--- src/rtl/dot_reduce.sv ---
`default_nettype none
// ---------------------------------------------------------------------------
// dot_reduce : sums LEN dot results, optional ReLU, saturates to int8 | rev 1.0
// ---------------------------------------------------------------------------
module dot_reduce #(
  parameter int LEN   = 4,
  parameter int ACC_W = 16
) (
  input  logic       clock,
  input  logic       reset,
  input  logic       in_valid,
  output logic       in_ready,
  input  logic [7:0] in_data,
  input  logic       relu_en,
  output logic       out_valid,
  input  logic       out_ready,
  output logic [7:0] out_data
);

  localparam int                      CNT_W = (LEN > 2) ? $clog2(LEN) : 1;
  localparam logic [CNT_W-1:0]        LAST  = CNT_W'(LEN - 1);
  localparam logic signed [ACC_W-1:0] MAX_V = ACC_W'(127);
  localparam logic signed [ACC_W-1:0] MIN_V = ACC_W'(-128);

  localparam logic [0:0] EMPTY = 1'b0;
  localparam logic [0:0] FULL  = 1'b1;

  logic [0:0]              state;
  logic [0:0]              state_nxt;
  logic signed [ACC_W-1:0] acc;
  logic [CNT_W-1:0]        cnt;
  logic signed [ACC_W-1:0] sum;
  logic signed [ACC_W-1:0] sum_relu;
  logic [7:0]              result;
  logic                    accept;
  logic                    final_acc;

  // Only a final beat can stall, and only against an unacknowledged result.
  assign in_ready  = !(out_valid && !out_ready && (cnt == LAST));
  assign accept    = in_valid && in_ready;
  assign final_acc = accept && (cnt == LAST);

  assign sum      = acc + {{(ACC_W-8){in_data[7]}}, in_data};
  assign sum_relu = (relu_en && sum < 0) ? '0 : sum;

  always_comb begin
    result = sum_relu[7:0];
    if (sum_relu > MAX_V) begin
      result = 8'h7F;
    end else if (sum_relu < MIN_V) begin
      result = 8'h80;
    end
  end

  always_ff @(posedge clock) begin
    if (reset) begin
      state <= EMPTY;
    end else begin
      state <= state_nxt;
    end
  end

  always_comb begin
    state_nxt = state;
    case (state)
      EMPTY:   if (final_acc) state_nxt = FULL;
      FULL:    if (out_ready && !final_acc) state_nxt = EMPTY;
      default: state_nxt = EMPTY;
    endcase
  end

  always_comb begin
    out_valid = (state == FULL);
  end

  always_ff @(posedge clock) begin
    if (reset) begin
      acc      <= '0;
      cnt      <= '0;
      out_data <= '0;
    end else if (final_acc) begin
      acc      <= '0;
      cnt      <= '0;
      out_data <= result;
    end else if (accept) begin
      acc <= sum;
      cnt <= cnt + CNT_W'(1);
    end
  end

endmodule
`default_nettype wire

--- config.mk ---
export PLATFORM = sky130hd
export DESIGN_NAME = dot_reduce
export DESIGN_NICKNAME = d
export VERILOG_FILES = /design/src/rtl/dot_reduce.sv
export SDC_FILE = /design/constraint.sdc
export NUM_CORES = 1
export LEC_CHECK = 0
export ABC_AREA = 1
export CAP_MARGIN = 30
export CORE_MARGIN = 10
export CORE_UTILIZATION = 52
export CTS_CLUSTER_DIAMETER = 30
export CTS_CLUSTER_SIZE = 14
export DETAILED_ROUTE_END_ITERATION = 8
export GPL_TIMING_DRIVEN = 1
export PLACE_DENSITY = 0.77
export SLEW_MARGIN = 20
export SYNTH_ARGS = -nofsm -noshare
export SYNTH_HDL_FRONTEND = slang
export SYNTH_SLANG_ARGS = --single-unit
--- constraint.sdc ---
create_clock -name clock -period 1.9 [get_ports clock]
set_input_delay 0.285 -clock clock [delete_from_list [all_inputs] [get_ports clock]]
set_output_delay 0.285 -clock clock [all_outputs]
set_load 0.02 [all_outputs]
* Yosys cells after proc, flatten, opt, wreduce, memory -nomap -nowiden
Cells that the tools add are included.
** Word-level totals
- Flip-flop bits (word level) :: 27
- Latch bits :: 0
- Bits in writable memories :: 0
- Bits in read-only memories :: 0
- Input port bits :: 13
- Word-level logic and storage cells :: 27
- Memories kept :: 0
** Cells by class
- Add/subtract/negate cells :: 2
- Multipliers :: 0
- Divide/modulo/power cells :: 0
- $lt $le $gt $ge :: 3
- Equality and inequality tests :: 1
- Shift-type cells :: 0
- Mux-type cells :: 6
- Bitwise logic cells :: 1
- Reduce and logical (&&, ||, !) cells :: 10
** Operators by type and width (count)
- $add A16 B16 Y16 :: 1
- $gt A16 B8 Y1 const B :: 1
- $lt A16 B1 Y1 const B :: 1
- $lt A16 B8 Y1 const B :: 1
- $mux W16 :: 1
- $mux W8 :: 2
- $logic_and A1 B1 Y1 :: 6
- $logic_not A1 Y1 :: 3
- $add A2 B1 Y2 const B :: 1
- $eq A2 B2 Y1 const B :: 1
- $mux W1 :: 2
- $pmux W1 S2 :: 1
- $reduce_or A2 Y1 :: 1
- $not A1 Y1 :: 1

* Longest topological paths before layout
Gate-level depths: netlist (run 1).
- Depth after elaboration :: 10
- Gate-level depth with buffers :: 17
- Mapped depth without buffers :: 17

* Worst setup path before layout (run 1)
Ideal clock, no wire load.
- Path kind :: input -> register
- Start :: input port in_data[0]
- End :: register out_data[0]
- Library setup time :: 0.122 ns
- Arrival time :: 1.921 ns
- Required time :: 1.778 ns
- Path slack :: -0.143 ns
- Cell stages on the path :: 14
- Cells stage by stage :: ha_1 > fa_1 > nand2_2 > nand2_1 > nand3_1 > nand2_1 > nand2_1 > nand2_1 > nor2_1 > nand2_1 > nor2_1 > nand3b_1 > a21oi_4 > a21oi_1
** Between the ends
- Longest elaborated chain between the ends :: 7
- Elaborated cells on any way between the ends :: 8
** RTL lines
- start: declaration :: RTL line 13 : input logic [7:0] in_data,
- $add A16 B16 Y16 (*) :: RTL line 43 : assign sum = acc + {{(ACC_W-8){in_data[7]}}, in_data};
- $lt A16 B1 Y1 :: RTL line 44 : assign sum_relu = (relu_en && sum < 0) ? '0 : sum;
- $logic_and A1 B1 Y1 :: RTL line 44
- $mux W16 (*) :: RTL line 44
- $lt A16 B8 Y1 :: RTL line 50 : end else if (sum_relu < MIN_V) begin
- $mux W8 :: RTL line 50
- $mux W8 (*) :: RTL line 48 : if (sum_relu > MAX_V) begin
- end signal: assignment :: RTL line 84 : out_data <= result;
- end: declaration :: RTL line 17 : output logic [7:0] out_data
Every way passes the cells marked *; elsewhere a longest branch is shown, timed or not.
A chain may end at the register's enable or synchronous reset.

* Worst setup path after layout (run 1)
- Start :: register acc[0]
- End :: register out_data[1]
** Between the ends
- Longest elaborated chain between the ends :: 7
- Elaborated cells on any way between the ends :: 8
** RTL lines
- start: declaration :: RTL line 30 : logic signed [ACC_W-1:0] acc;
- start signal: assignment :: RTL line 86 : acc <= sum;
- $add A16 B16 Y16 (*) :: RTL line 43
- $lt A16 B1 Y1 :: RTL line 44
- $logic_and A1 B1 Y1 :: RTL line 44
- $mux W16 (*) :: RTL line 44
- $lt A16 B8 Y1 :: RTL line 50
- $mux W8 :: RTL line 50
- $mux W8 (*) :: RTL line 48
Marked as above.

==> summary.txt, run 1 <==
Cells and area
  – Post-route insts no fill: 472
  – Design area: 3120 µm²
  – Fin nets: 453
  – Area grow syn2layout: 42.3%
  – Share of layout cells above drive strength 1: about 28%
  – Fill cells: 314
  – Diode count: 0

Placed design
  – Port bufs: 22
  – RD Place Congestion: 0.918
  – Area after DPL: 2750 µm²
  – Dpl cells: about 470
  – Dpl hpwl: ~4600 µm

Timing
  – Tightest Pin Transition: ~340 ps
  – Clock Skews: slightly above 6 ps
  – Hold Fails Final Rpt: 0
  – Setup violators final: 7
  – Fmax: around 470 MHz
  – Max-slew headroom: 77.1%
  – Tmin final: 2130 ps
  – Slew Viols, Final: 0
  – Setup ws final: -234 ps
  – Final period utilization: 112%
  – Unrepaired setup endpoints after global routing: yes

Synth
  – Post-synth ARST share: 0%
  – Synth Cell Area: 2190 µm²
  – Top-count cell post-synth: nand2_1
  – EDFF count, synth: 0
  – Post-synthesis cell count: 361
  – Top-area cell type share of the netlist area: 24.7%
  – Syn Area/Cell: roughly 6.1 µm²
  – Top cells by area, synth: dfxtp_1, nand2_1, inv_1
  – Synth Net Count: 391
  – FF+latch count, synth: 27
  – Sequential cell area fraction in the yosys report: between 20% and 30%
  – Ranking of synthesized cells by instance count: nand2_1, inv_1, nor2_1
  – Synth warn: 0
  – Area leader, netlist: dfxtp_1
  – Yosys cell types: 26
  – Top FF cell, synth: dfxtp_1

Global routing
  – Vias in the first global route: around 2300
  – Total track usage: 17.4%
  – Initial antenna violation count: 0
  – Largest net degree at the start of global routing: 24
  – First-pass GRT wire length: 10700 µm
  – GRT overflow: 0

Setup path
  – CP Capture Type: flop
  – R2r startpoint: acc[0]
  – CP Buf/Inv Count: 0
  – Worst r2r dst: out_data[1]
  – R2R depth: 14
  – CP arrival: 2300 ps
  – Max Fanout on Critical Path: 7
  – Crit path cell chain: ha_4 > fa_2 > nand2_2 > a21oi_2 > nand2_1 > nand2_2 > nand2_2 > nand2_1 > nand2_1 > nand2_2 > nor2_1 > nand3b_1 > a21oi_4 > a21oi_1
  – Largest delay share family, worst path: simple AND/OR/NAND/NOR gates
  – CP max stage delay: 360 ps
  – Crit-path most repeated cell: nand2_2
  – CP max-delay cell: fa_2
  – CP Data Required Time: 2060 ps
  – R2R setup slack: -230 ps
  – WS Path Type: reg -> reg
  – Critical path startpoint category: flop

Route
  – Vias per Instance: 4.99
  – DR vias: 2356
  – Post-DRT Antenna Nets: 0
  – DRT Wirelength: 6390 µm
  – Pre-Repair DR Iteration Count: 4
  – Post-route DRC: 0
  – WL/cell: 13.5 µm
  – DR iter-0 viols: 110

Die
  – Std cell rows: 23
  – Die X: 84.9 µm
  – Initial Util: 54.3%
  – Total die area: 7210 µm²
  – I/O pins: 23
  – Core area: 4030 µm²
  – Die Y: 84.9 µm

Clock network
  – CTS Buf Count: 3
  – Clk sinks: 27
  – Clk_lat worst skew: 270 ps
  – CTS tree: done
  – H-tree depth: 1
  – Clock slew at reported path FFs: 100 ps
  – CTS Buffer Depth: 2
  – Root Buffer: clkbuf_8

Min path
  – Hold Path Class: reg -> reg
  – Worst Hold End: out_data[7]
  – Hold path startpoint: out_data[7]
  – Worst hold path depth: 2

Pwr
  – Power Density: 670 nW/µm²
  – Maximum VDD drop: around 540 µV
  – P_leak: 1.66 nW

Run status
  – Outcome: complete, but fails checks
  – Failing checks: negative setup slack

Run
  – Max-cap violations: 0
==> kinds of logic after synthesis <==
| family | after synthesis | share of synthesized area [%] |
|---|---|---|
| XOR/XNOR | 6 | 2.40 |
| buffers and inverters | 72 | 12.3 |
| flip-flops | 27 | 24.7 |
| adder cells (fa/ha/maj) | 17 | 10.1 |
| AO/OA/AOI/OAI | 42 | 11.1 |
| AND/OR/NAND/NOR | 197 | 39.4 |
==> area by class of cell <==
type	instances	area [µm²]	share of cell area (%)
clock buffers	4	45.0	1.45
inverters	68	255	8.19
multi-input cells	262	1690	54.1
flip-flops and latches	27	554	17.8
well taps	50	62.6	2.01
repair buffers	61	513	16.5
==> placed cells by master (no fill, tap or decap), drive strengths merged <==
| cell | synthesis | final |
|---|---|---|
| nand2 | 129 | 129 |
| inv | 68 | 68 |
| buf | 0 | 39 |
| nor2 | 37 | 37 |
| dfxtp | 27 | 27 |
| nand3 | 22 | 22 |
| a21oi | 21 | 21 |
| ha | 16 | 16 |
| o21ai | 15 | 15 |
| clkdlybuf4s50 | 0 | 14 |
| dlygate4sd2 | 0 | 7 |
| o211ai | 6 | 6 |
| xor2 | 5 | 5 |
| clkbuf | 4 | 5 |
| nand4 | 4 | 4 |
| and2 | 2 | 2 |
| or2 | 1 | 1 |
| xnor2 | 1 | 1 |
| nor3 | 1 | 1 |
| nand3b | 1 | 1 |
| fa | 1 | 1 |
==> registers in the layout, indices dropped and copies added (netlist names) <==
name / flops
out_valid: 1
acc: 16
cnt: 2
out_data: 8
==> where the power goes <==
part / total (W) / internal, W / switching, W
sequential: 0.000660 / 0.000613 / 0.0000470
clock: 0.000335 / 0.000150 / 0.000185
combinational: 0.00109 / 0.000501 / 0.000591
==> worst max-delay path by stage <==
| stage | startpoint | slack, ps | to | cells after the start |
|---|---|---|---|---|
| 2_1_floorplan | acc[0] | -60 | out_data[0] | 14 |
| 3_3_place_gp | in_data[7] | -810 | out_data[5] | 13 |
| 3_5_place_dp | in_data[7] | -870 | out_data[5] | 14 |
| 4_1_cts | acc[0] | -210 | out_data[1] | 14 |
| 5_1_grt | acc[9] | -350 | out_data[1] | 13 |
| 6_report | acc[0] | -230 | out_data[1] | 14 |
==> what timing repair did <==
action,in CTS,in global routing
pin swaps,19,9
endpoints found under the setup margin,17,10
gates resized for setup,39,35
hold endpoints to repair,0,0
hold buffers,0,0
setup buffers,1,1
==> stage by stage <==
step | setup slack (ps) | util [%] | hold slack, ps | TNS, ps | total power, W
after floorplan | -64.0 | - | 445 | -448 | 0.00121
final | -234 | 77.3 | 456 | -1540 | 0.00209
after CTS | -209 | 74.4 | 459 | -1410 | 0.00199
after global placement | -808 | 68.3 | 440 | -10670 | 0.00154
after detailed placement | -869 | 68.3 | 440 | -11580 | 0.00156
after global routing | -349 | 77.3 | 502 | -2480 | 0.00224
==> tightest hold or removal path: stages (launching register included) <==
cell and delay [ps]:
dfxtp_1 320, nand2_1 60, nand2_1 40
==> layer usage <==
layer	routed length (µm)	GRT usage [%]	part of all wire, %
met5	0	0	0
met2	3090	30.2	48
met1	2940	21.4	46
met3	272	3.06	4.3
met4	92	4.79	1.4
(Power assumes the default switching activity.)
==> run 2: changes to the inputs <==
- ABC_CLOCK_PERIOD_IN_PS: default -> 1900
==> results of run 2 <==
No change in the layout: final DEF, timing and power equal those of run 1.
